--- src/rtl/seg7_digit_scanner.sv ---
// Multiplexed scan controller feeding one nibble per slot to a 7-segment decoder.
// Anodes trail the nibble by one cycle to match the decoder's input register.
module seg7_digit_scanner #(
    parameter int NUM_DIGITS   = 4,
    parameter int REFRESH_DIV  = 100000,
    parameter int GUARD_CYCLES = 2,
    parameter int BLANK_LZ     = 1
) (
    input  logic                    clock,
    input  logic                    reset,
    input  logic [4*NUM_DIGITS-1:0] value_in,
    input  logic                    value_valid,
    output logic [3:0]              nibble_out,
    output logic [NUM_DIGITS-1:0]   anode_n,
    output logic                    frame_done,
    output logic                    update_pending
);

    localparam int CW = $clog2(REFRESH_DIV);
    localparam int IW = (NUM_DIGITS > 1) ? $clog2(NUM_DIGITS) : 1;
    localparam int VW = 4 * NUM_DIGITS;

    localparam logic [CW-1:0] TICK_MAX  = CW'(REFRESH_DIV - 1);
    localparam logic [CW-1:0] GUARD_END = CW'(GUARD_CYCLES);
    localparam logic [IW-1:0] IDX_MAX   = IW'(NUM_DIGITS - 1);

    logic [CW-1:0]         tick_cnt;
    logic [IW-1:0]         digit_idx;
    logic [VW-1:0]         shadow;
    logic [VW-1:0]         active;
    logic                  pending;
    logic                  tick;
    logic                  boundary;
    logic [3:0]            nibble_sel;
    logic [NUM_DIGITS-1:0] blank_mask;
    logic                  blank_sel;
    logic [IW-1:0]         s1_idx;
    logic                  s1_off;
    logic [NUM_DIGITS-1:0] anode_sel;

    assign tick           = (tick_cnt == TICK_MAX);
    assign boundary       = tick && (digit_idx == IDX_MAX);
    assign update_pending = pending;

    // A digit is blank when it and every more-significant nibble is zero.
    always_comb begin : blank_scan
        logic zero_above;
        blank_mask = '0;
        zero_above = 1'b1;
        for (int i = NUM_DIGITS - 1; i >= 0; i--) begin
            zero_above = zero_above && (active[4*i +: 4] == 4'h0);
            if (i > 0) begin
                blank_mask[i] = (BLANK_LZ != 0) && zero_above;
            end
        end
    end

    always_comb begin
        nibble_sel = '0;
        blank_sel  = 1'b0;
        for (int i = 0; i < NUM_DIGITS; i++) begin
            if (IW'(i) == digit_idx) begin
                nibble_sel = active[4*i +: 4];
                blank_sel  = blank_mask[i];
            end
        end
    end

    always_comb begin
        anode_sel = '1;
        for (int i = 0; i < NUM_DIGITS; i++) begin
            if (IW'(i) == s1_idx) begin
                anode_sel[i] = 1'b0;
            end
        end
    end

    always_ff @(posedge clock) begin
        if (reset) begin
            tick_cnt   <= '0;
            digit_idx  <= '0;
            shadow     <= '0;
            active     <= '0;
            pending    <= 1'b0;
            frame_done <= 1'b0;
            nibble_out <= '0;
            s1_idx     <= '0;
            s1_off     <= 1'b1;
            anode_n    <= '1;
        end else begin
            tick_cnt <= tick ? '0 : tick_cnt + CW'(1);
            if (tick) begin
                digit_idx <= (digit_idx == IDX_MAX) ? '0 : digit_idx + IW'(1);
            end
            frame_done <= boundary;
            // A strobe landing on the boundary bypasses the shadow entirely.
            if (boundary) begin
                pending <= 1'b0;
                if (value_valid) begin
                    active <= value_in;
                end else if (pending) begin
                    active <= shadow;
                end
            end else if (value_valid) begin
                shadow  <= value_in;
                pending <= 1'b1;
            end
            nibble_out <= nibble_sel;
            s1_idx     <= digit_idx;
            s1_off     <= (tick_cnt < GUARD_END) || blank_sel;
            anode_n    <= s1_off ? '1 : anode_sel;
        end
    end

endmodule

--- config.mk ---
export PLATFORM = sky130hd
export DESIGN_NAME = seg7_digit_scanner
export DESIGN_NICKNAME = d
export VERILOG_FILES = /design/src/rtl/seg7_digit_scanner.sv
export SDC_FILE = /design/constraint.sdc
export NUM_CORES = 1
export LEC_CHECK = 0
export CAP_MARGIN = 0
export CORE_ASPECT_RATIO = 0.8
export CORE_MARGIN = 8
export CORE_UTILIZATION = 25
export DETAILED_ROUTE_END_ITERATION = 10
export REMOVE_ABC_BUFFERS = 1
export SYNTH_ARGS = -nofsm -noshare
export SYNTH_HDL_FRONTEND = slang
export SYNTH_SLANG_ARGS = --single-unit
--- constraint.sdc ---
create_clock -name clock -period 2.6 [get_ports clock]
set_input_delay 0.52 -clock clock [delete_from_list [all_inputs] [get_ports clock]]
set_output_delay 0.52 -clock clock [all_outputs]
set_load 0.02 [all_outputs]
==> results of run 1 <==
-- routing by layer --
metal | vias to the layer above | wire [um]
met2 | 58 | 2945
met1 | 1156 | 3442
li1 | 1238 | -
met3 | 8 | 556
met4 | 0 | 101
met5 | - | 0
-- how the worst min path moves through the flow --
stage | startpoint | end
after floorplan | s1_idx[1] | anode_n[3]
after global placement | s1_idx[1] | anode_n[3]
after detailed placement | s1_idx[1] | anode_n[3]
after CTS | s1_idx[1] | anode_n[3]
after global routing | s1_idx[0] | anode_n[1]
final | s1_idx[1] | anode_n[3]
-- layout make-up --
type | count | area [um^2] | share of cell area
clock inverters | 3 | 40.04 | 0.01088
multi-input cells | 231 | 1525 | 0.4145
repair buffers | 37 | 347.8 | 0.09453
flip-flops and latches | 64 | 1281 | 0.3482
inverters | 9 | 33.78 | 0.009181
clock buffers | 12 | 266.5 | 0.07242
well taps | 148 | 185.2 | 0.05032
-- critical path: cells and delay by family (launching register included) --
family | cells | cell delay [ns]
flops | 1 | 0.35
compound gates | 1 | 0.52
fa+ha+maj | 1 | 0.23
simple gates | 3 | 0.98
-- logic make-up after synthesis --
logic type / after synthesis
AO/OA/AOI/OAI: 50
AND/OR/NAND/NOR: 134
multiplexers: 32
adder cells (fa/ha/maj): 5
XOR/XNOR: 10
buffers and inverters: 34
flip-flops: 64
-- cells in the final DEF (no fill, tap or decap), drive strengths merged, types with 5 or more instances in the layout --
| cell | instances |
|---|---|
| a21oi | 12 |
| a31oi | 18 |
| buf | 9 |
| clkbuf | 12 |
| clkdlybuf4s50 | 28 |
| dfxtp | 64 |
| ha | 5 |
| inv | 8 |
| mux2 | 16 |
| mux2i | 16 |
| nand2 | 42 |
| nand3 | 6 |
| nand4 | 7 |
| nor2 | 16 |
| nor3 | 19 |
| nor4 | 19 |
| o21ai | 8 |
| or4 | 8 |
| xor2 | 9 |
-- metrics by stage --
stage                     worst slack [ns]  std cells  setup TNS (ns)  total power [mW]
final                               0.3896        504               0             2.373
after global routing                0.1740        504               0             2.463
after CTS                           0.3651        504               0             2.403
after detailed placement            0.3482        489               0             1.179
after global placement              0.4279        489               0             1.175
after floorplan                    -0.1958        304          -3.133             1.108
-- registers in the layout, indices dropped and copies added, names as in the netlist --
| register | cells |
|---|---|
| tick_cnt | 17 |
| active | 16 |
| shadow | 16 |
| anode_n | 4 |
| nibble_out | 4 |
| digit_idx | 2 |
| s1_idx | 2 |
| frame_done | 1 |
| s1_off | 1 |
| update_pending | 1 |
-- report_power, final --
| group | internal, mW | switching [mW] |
|---|---|---|
| clock network | 0.810 | 0.405 |
| registers | 1.01 | 0.0131 |
| logic | 0.0733 | 0.0659 |
| total | 1.89 | 0.484 |
==> impl_metrics.py, run 1 <==
metrics = {
    "run_status": {
        "outcome": "finished clean",
    },
    "sta": {
        "fmax_mhz": 452.4,
        "rsz0062_at_grt": "no",
        "tightest_slew_ns": 1.138,
        "setup_viol": 0,
        "period_needed_ns": 2.210,
        "finClkSkew_ns": 0.004293,
        "drv_slew": 0,
        "finalCritPeriodShare": 0.8502,
        "worst_hold_slack_ns": 0.4163,
        "slew_headroom": 0.2363,
        "hold_violations": 0,
    },
    "die": {
        "die_w_um": 137.4,
        "core-area_mm2": 0.01152,
        "fp.dieH_um": 113.1,
        "ioPinCount": 29,
        "core.rowCount": 35,
        "start_util": 0.2561,
        "die_area_mm2": 0.01555,
    },
    "synthesis": {
        "synth-seq-cells": 64,
        "synth_enable_flop_cells": 0,
        "yosys.area.top_type_share": 0.4345,
        "synth_most_common_cell": "dfxtp_1",
        "synth_xor_area_frac": 0.02970,
        "yosysUniqueCellTypes": 40,
        "yosys.area_share.adder": 0.02121,
        "ys.flop_type": "dfxtp_1",
        "muxShareOfSynthArea": 0.1154,
        "synth_common_cells": "dfxtp_1 (64), nand2_1 (42), clkbuf_1 (20)",
        "synth_compound_area_frac": 0.1107,
        "synthArstFlopShare": 0,
        "synthTopCellsByArea": "dfxtp_1 (43%), mux2_2 (6.1%), mux2i_1 (5.4%)",
        "synthCells": 329,
        "synth_top_family_by_area": "simple AND/OR/NAND/NOR gates",
        "netlist_area_mm2": 0.002949,
        "yosysWarnings": 0,
        "ys_seq_area_frac": 0.4345,
        "synth-simple-area-share": 0.2384,
        "syn_avg_cell_area_um2": 8.964,
        "synth_area_leader_cell": "dfxtp_1",
    },
    "cells_and_area": {
        "diodes": 0,
        "syn_to_final_growth_pct": 24.78,
        "nets": 376,
        "fillers": 1198,
        "drive_gt1_frac": 0.1292,
        "fin_util": 0.3195,
        "final_area_mm2": 0.003680,
    },
    "clocking": {
        "clock_sinks": 64,
        "cts_hold_buf": 0,
        "cts_buffers": 9,
        "h-tree-depth": 3,
        "root_buffer": "clkbuf_16",
        "clk_pin_slew_worst_paths_ns": 0.05,
        "cts_max_path_buffers": 2,
        "cts_resized": 0,
        "post-cts-setup-buffer-count": 0,
        "cts_tree": "done",
        "insertion_delay_ns": 0.33,
    },
    "setup_path": {
        "cp_slowest_stage_delay_ns": 0.73,
        "slowest_stage": "or3_1",
        "path_cells": "ha_1, nand4_1, or3_1, o21ai_4, nor2_1",
        "endpoint": "tick_cnt[9]",
        "crit_arrival_ns": 2.41,
        "crit_path_end_kind": "register",
        "criticalPathCategory": "register to register",
        "r2r-start": "tick_cnt[0]",
        "cp_max_fo": 20,
        "cp-startpoint": "tick_cnt[0]",
        "worstPathRequired_ns": 2.80,
        "r2r-end": "tick_cnt[9]",
        "ff2ff_setup_slack_ns": 0.39,
        "start_kind": "register",
        "ff2ff_path_depth": 5,
    },
    "min_path": {
        "hold_class": "register to register",
        "hold-path-cell-count": 1,
    },
    "grt": {
        "antenna_found_initial": 0,
        "use_met2": 0.1415,
        "grt-busiest-layer": "met2",
        "met3_usage": 0.04030,
        "overflow": 0,
        "met1_usage": 0.1254,
        "grt_first_pass_wirelength_mm": 12.11,
        "first_global_vias": 2495,
        "grt_usage": 0.09823,
        "grt_max_degree": 29,
    },
    "drt": {
        "wl_mm": 7.046,
        "wl_per_cell_um": 13.98,
        "vias": 2460,
        "drt_iter0_markers": 128,
        "first_pass_iters": 4,
        "drc": 0,
        "antenna_left": 0,
        "detail_route.vias_per_cell": 4.881,
    },
    "job": {
        "drv_cap": 0,
    },
    "pwr": {
        "peakVddDrop_mv": 0.3144,
        "p_leak_nw": 1.325,
        "power_density_mw_per_mm2": 644.7,
    },
    "place": {
        "placed_area_mm2": 0.003373,
        "globalplace.congestion": 0.7977,
        "io_buffers": 28,
        "dp_hpwl_mm": 4.949,
    },
}
No activity file was read; power rests on OpenSTA's default activity.
==> run 2, diff against run 1 <==
--- a/config.mk
+++ b/config.mk
@@ -7,8 +7,9 @@
 export LEC_CHECK = 0
 export CAP_MARGIN = 0
 export CORE_ASPECT_RATIO = 0.8
-export CORE_MARGIN = 8
+export CORE_MARGIN = 2
 export CORE_UTILIZATION = 25
+export CTS_BUF_LIST = sky130_fd_sc_hd__clkbuf_16
 export DETAILED_ROUTE_END_ITERATION = 10
 export REMOVE_ABC_BUFFERS = 1
 export SYNTH_ARGS = -nofsm -noshare
==> impl_metrics.py, run 2 (synthesis gave the netlist of run 1 again) <==
metrics = {
    "run_status": {
        "outcome": "finished clean",
    },
    "place": {
        "io_buffers": 28,
        "globalplace.congestion": 0.8185,
        "dpl_worst_slack_ns": 0.3745,
        "dp_hpwl_mm": 4.671,
    },
    "drt": {
        "wl_per_cell_um": 13.36,
        "wl_mm": 6.718,
        "detail_route.vias_per_cell": 4.936,
        "first_pass_iters": 4,
        "drc": 0,
        "antenna_left": 0,
        "drt_iter0_markers": 158,
        "vias": 2483,
    },
    "grt": {
        "overflow": 0,
        "met3_usage": 0.04754,
        "grt_usage": 0.1143,
        "use_met2": 0.1775,
        "grt_max_degree": 29,
        "antenna_found_initial": 0,
        "met1_usage": 0.1417,
        "grt_first_pass_wirelength_mm": 11.64,
        "first_global_vias": 2467,
        "grt-busiest-layer": "met2",
    },
    "cells_and_area": {
        "reg_top3": "tick_cnt: 17 flops, active: 16 flops, shadow: 16 flops",
        "nets": 375,
        "layout_commonest_cell": "dfxtp_1",
        "syn_to_final_growth_pct": 23.97,
        "regMostFlops": "tick_cnt",
        "fillers": 1184,
        "regArea_mm2": 0.001281,
        "drive_gt1_frac": 0.1211,
        "multi_input_area_mm2": 0.001525,
        "largest_reg_flops": 17,
        "diodes": 0,
        "layout_common_cells": "dfxtp_1 (64), nand2_1 (42), clkdlybuf4s50_1 (28), nor4_1 (18), nor3_1 (18)",
    },
    "setup_path": {
        "ff2ff_setup_slack_ns": 0.38,
        "r2r-end": "tick_cnt[12]",
        "r2r-start": "tick_cnt[0]",
        "ff2ff_path_depth": 5,
        "crit_path_end_kind": "register",
        "crit_arrival_ns": 2.42,
        "criticalPathCategory": "register to register",
        "start_kind": "register",
        "cp_max_fo": 20,
        "cp-startpoint": "tick_cnt[0]",
        "worstPathRequired_ns": 2.80,
    },
    "sta": {
        "worst_hold_slack_ns": 0.4071,
        "period_needed_ns": 2.222,
        "rsz0062_at_grt": "no",
        "finalCritPeriodShare": 0.8546,
        "finClkSkew_ns": 0.003177,
        "slew_headroom": 0.2314,
        "setup_viol": 0,
        "setup_slack_ns": 0.3781,
        "tightest_slew_ns": 1.145,
        "drv_slew": 0,
        "fmax_mhz": 450.1,
        "hold_violations": 0,
    },
    "clocking": {
        "cts_tree": "done",
        "cts_resized": 0,
        "clk_pin_slew_worst_paths_ns": 0.05,
        "h-tree-depth": 3,
        "cts_max_path_buffers": 2,
        "insertion_delay_ns": 0.33,
        "clock_sinks": 64,
        "root_buffer": "clkbuf_16",
        "cts_hold_buf": 0,
        "cts_buffers": 9,
        "post-cts-setup-buffer-count": 0,
    },
    "pwr": {
        "power_frac_clock": 0.492,
        "peakVddDrop_mv": 0.3062,
        "p_leak_nw": 1.313,
        "p_int_mw": 1.803,
        "sw_frac_of_total": 0.2105,
        "power_density_mw_per_mm2": 624.6,
        "seqPwrFrac": 0.446,
        "p_sw_uw": 480.6,
        "p_comb_frac": 0.062,
    },
    "die": {
        "start_util": 0.2561,
        "die_w_um": 125.4,
        "die_area_mm2": 0.01269,
        "ioPinCount": 29,
        "fp.dieH_um": 101.1,
        "core-area_mm2": 0.01152,
        "core.rowCount": 35,
    },
    "job": {
        "drv_cap": 0,
    },
    "min_path": {
        "hold_end": "anode_n[3]",
        "hold-path-cell-count": 1,
        "hold_class": "register to register",
        "hold_path.startpoint": "s1_idx[1]",
    },
}
run 2: worst max-delay path by stage:
stage | to | slack, ns | cells past startpoint
finish | tick_cnt[12] | 0.38 | 5
global placement | tick_cnt[6] | 0.43 | 5
CTS | tick_cnt[11] | 0.35 | 5
global route | tick_cnt[11] | 0.21 | 5
detailed placement | tick_cnt[14] | 0.37 | 5
floorplan | shadow[0] | -0.20 | 5
run 2: stage by stage:
step	instance area [um^2]	util	TNS (ns)	instances	power (mW)
floorplan	2835	-	-3.133	304	1.108
global placement	3378	0.2933	0	488	1.177
detailed placement	3378	0.2933	0	488	1.182
CTS	3656	0.3174	0	503	2.317
global route	3656	0.3174	0	503	2.375
finish	3656	0.3174	0	503	2.284
run 2: cell type report:
cell class / instances / area share
flip-flops and latches: 64 / 0.3504
clock buffers: 9 / 0.06160
clock inverters: 6 / 0.01437
inverters: 9 / 0.009240
well taps: 148 / 0.05065
repair buffers: 36 / 0.09651
multi-input cells: 231 / 0.4172
run 2: critical path: stages, from the launching register on:
cell and delay [ns]:
dfxtp_1 0.35, ha_1 0.24, nand4_1 0.15, or3_1 0.72, o21ai_4 0.53, nor2_1 0.10
run 2: power by group through the flow:
stage	combinational (mW)	clock, mW	sequential [mW]
after global placement	0.140	0	1.04
after floorplan	0.0717	0	1.04
after global routing	0.157	1.20	1.02
final	0.142	1.12	1.02
after detailed placement	0.143	0	1.04
after CTS	0.145	1.15	1.02
run 2: routing by layer:
metal  up-vias  wire length, um
met5         -                0
met4         0              123
met3        10              407
met2        57             2883
met1      1172             3304
li1       1244                -
==> run 3, diff against run 2 <==
--- a/config.mk
+++ b/config.mk
@@ -8,9 +8,11 @@
 export CAP_MARGIN = 0
 export CORE_ASPECT_RATIO = 0.8
 export CORE_MARGIN = 2
-export CORE_UTILIZATION = 25
+export CORE_UTILIZATION = 56
 export CTS_BUF_LIST = sky130_fd_sc_hd__clkbuf_16
 export DETAILED_ROUTE_END_ITERATION = 10
+export HOLD_SLACK_MARGIN = 0.06
+export PLACE_DENSITY = 0.78
 export REMOVE_ABC_BUFFERS = 1
 export SYNTH_ARGS = -nofsm -noshare
 export SYNTH_HDL_FRONTEND = slang
==> impl_metrics.py, run 3 (synthesis gave the netlist of run 1 again) <==
metrics = {
    "sta": {
        "rsz0062_at_grt": "no",
        "drv_slew": 0,
        "finalCritPeriodShare": 0.8607,
        "fmax_mhz": 446.9,
        "fin_setup_tns_ns": 0,
        "slew_headroom": 0.2058,
        "worst_hold_slack_ns": 0.4169,
        "hold_violations": 0,
        "finClkSkew_ns": 0.003279,
        "period_needed_ns": 2.238,
        "tightest_slew_ns": 1.183,
        "setup_viol": 0,
    },
    "place": {
        "placed_area_mm2": 0.003266,
        "globalplace.congestion": 0.8577,
        "io_buffers": 28,
        "dp_hpwl_mm": 4.204,
    },
    "grt": {
        "grt_usage": 0.2452,
        "overflow": 0,
        "antenna_found_initial": 0,
        "grt_max_degree": 33,
        "first_global_vias": 2321,
        "grt_first_pass_wirelength_mm": 11.07,
    },
    "setup_path": {
        "slowest_stage": "or3_1",
        "path_cells": "ha_1, nand4_1, or3_1, o21ai_4, nor2_1",
        "criticalPathCategory": "register to register",
        "cp_max_fo": 20,
        "cp_slowest_stage_delay_ns": 0.72,
        "crit_arrival_ns": 2.43,
        "start_kind": "register",
        "crit_path_end_kind": "register",
        "worstPathRequired_ns": 2.79,
    },
    "die": {
        "fp.dieH_um": 68.91,
        "start_util": 0.5856,
        "die_w_um": 85.14,
        "core.rowCount": 23,
        "die_area_mm2": 0.005866,
        "core-area_mm2": 0.005036,
        "ioPinCount": 29,
    },
    "drt": {
        "wl_mm": 6.593,
        "antenna_left": 0,
        "detail_route.vias_per_cell": 6.021,
        "first_pass_iters": 4,
        "vias": 2523,
        "wl_per_cell_um": 15.74,
        "drc": 0,
        "drt_iter0_markers": 236,
    },
    "cells_and_area": {
        "regMostFlops": "tick_cnt",
        "largest_reg_flops": 17,
        "fin_util": 0.7103,
        "final_area_mm2": 0.003577,
        "reg_top3": "tick_cnt: 17 flops, active: 16 flops, shadow: 16 flops",
        "diodes": 0,
        "fillers": 381,
        "layout_common_cells": "dfxtp_1 (64), nand2_1 (42), clkdlybuf4s50_1 (28), nor4_1 (18), nor3_1 (18)",
        "syn_to_final_growth_pct": 21.30,
        "layout_commonest_cell": "dfxtp_1",
        "nets": 376,
        "drive_gt1_frac": 0.1289,
    },
    "clocking": {
        "cts_tree": "done",
        "clk_pin_slew_worst_paths_ns": 0.05,
        "cts_max_path_buffers": 2,
        "clock_sinks": 64,
        "cts_hold_buf": 0,
        "cts_buffers": 9,
        "insertion_delay_ns": 0.33,
        "root_buffer": "clkbuf_16",
        "h-tree-depth": 3,
        "cts_resized": 0,
        "post-cts-setup-buffer-count": 0,
    },
    "pwr": {
        "peakVddDrop_mv": 0.5184,
        "power_density_mw_per_mm2": 671.3,
        "totalPowerFinal_mw": 2.401,
        "p_leak_nw": 1.323,
    },
    "run_status": {
        "outcome": "finished clean",
    },
    "min_path": {
        "hold_class": "register to register",
    },
    "job": {
        "drv_cap": 0,
    },
}
==> run 3: worst max-delay path: cells and delay by family (launching register included) <==
kind            cells  cell delay (ns)
simple gates        3             0.99
compound gates      1             0.53
flops               1             0.34
fa+ha+maj           1             0.23
==> run 3: path summary, 6_finish.rpt <==
check | cells past startpoint | startpoint | slack [ns] | endpoint
max | 5 | tick_cnt[0] | 0.36 | tick_cnt[12]
min | 1 | s1_idx[1] | 0.42 | anode_n[3]
max reg2reg | 5 | tick_cnt[0] | 0.36 | tick_cnt[12]
min reg2reg | 1 | s1_idx[1] | 0.42 | anode_n[3]
==> run 3: layer usage <==
layer,GRT usage,up-vias,wire (um),part of all wire
met5,0,-,0,0
met4,0.1071,0,135,0.020
met3,0.06548,13,472,0.072
met2,0.3887,95,2995,0.45
met1,0.3196,1175,2989,0.45
li1,-,1240,-,-
==> run 3: layout make-up <==
| type | instances | area [um^2] | share of cell area |
|---|---|---|---|
| multi-input combinational | 231 | 1525 | 0.4264 |
| sequential | 64 | 1281 | 0.3582 |
| timing repair buffer | 37 | 347.8 | 0.09724 |
| clock buffer | 9 | 225.2 | 0.06296 |
| clock inverter | 7 | 86.33 | 0.02413 |
| tap | 62 | 77.57 | 0.02169 |
| inverter | 9 | 33.78 | 0.009444 |
==> run 3: report_power, final <==
part,internal [mW],switching [mW]
combinational,0.0733,0.0656
clock,0.829,0.416
sequential,1.00,0.0128
total,1.91,0.494
==> run 3: stage by stage <==
stage	cells	worst slack, ns
after global routing	419	0.2330
after floorplan	304	-0.1958
after detailed placement	403	0.2834
final	419	0.3622
after global placement	403	0.3987
after CTS	419	0.3570
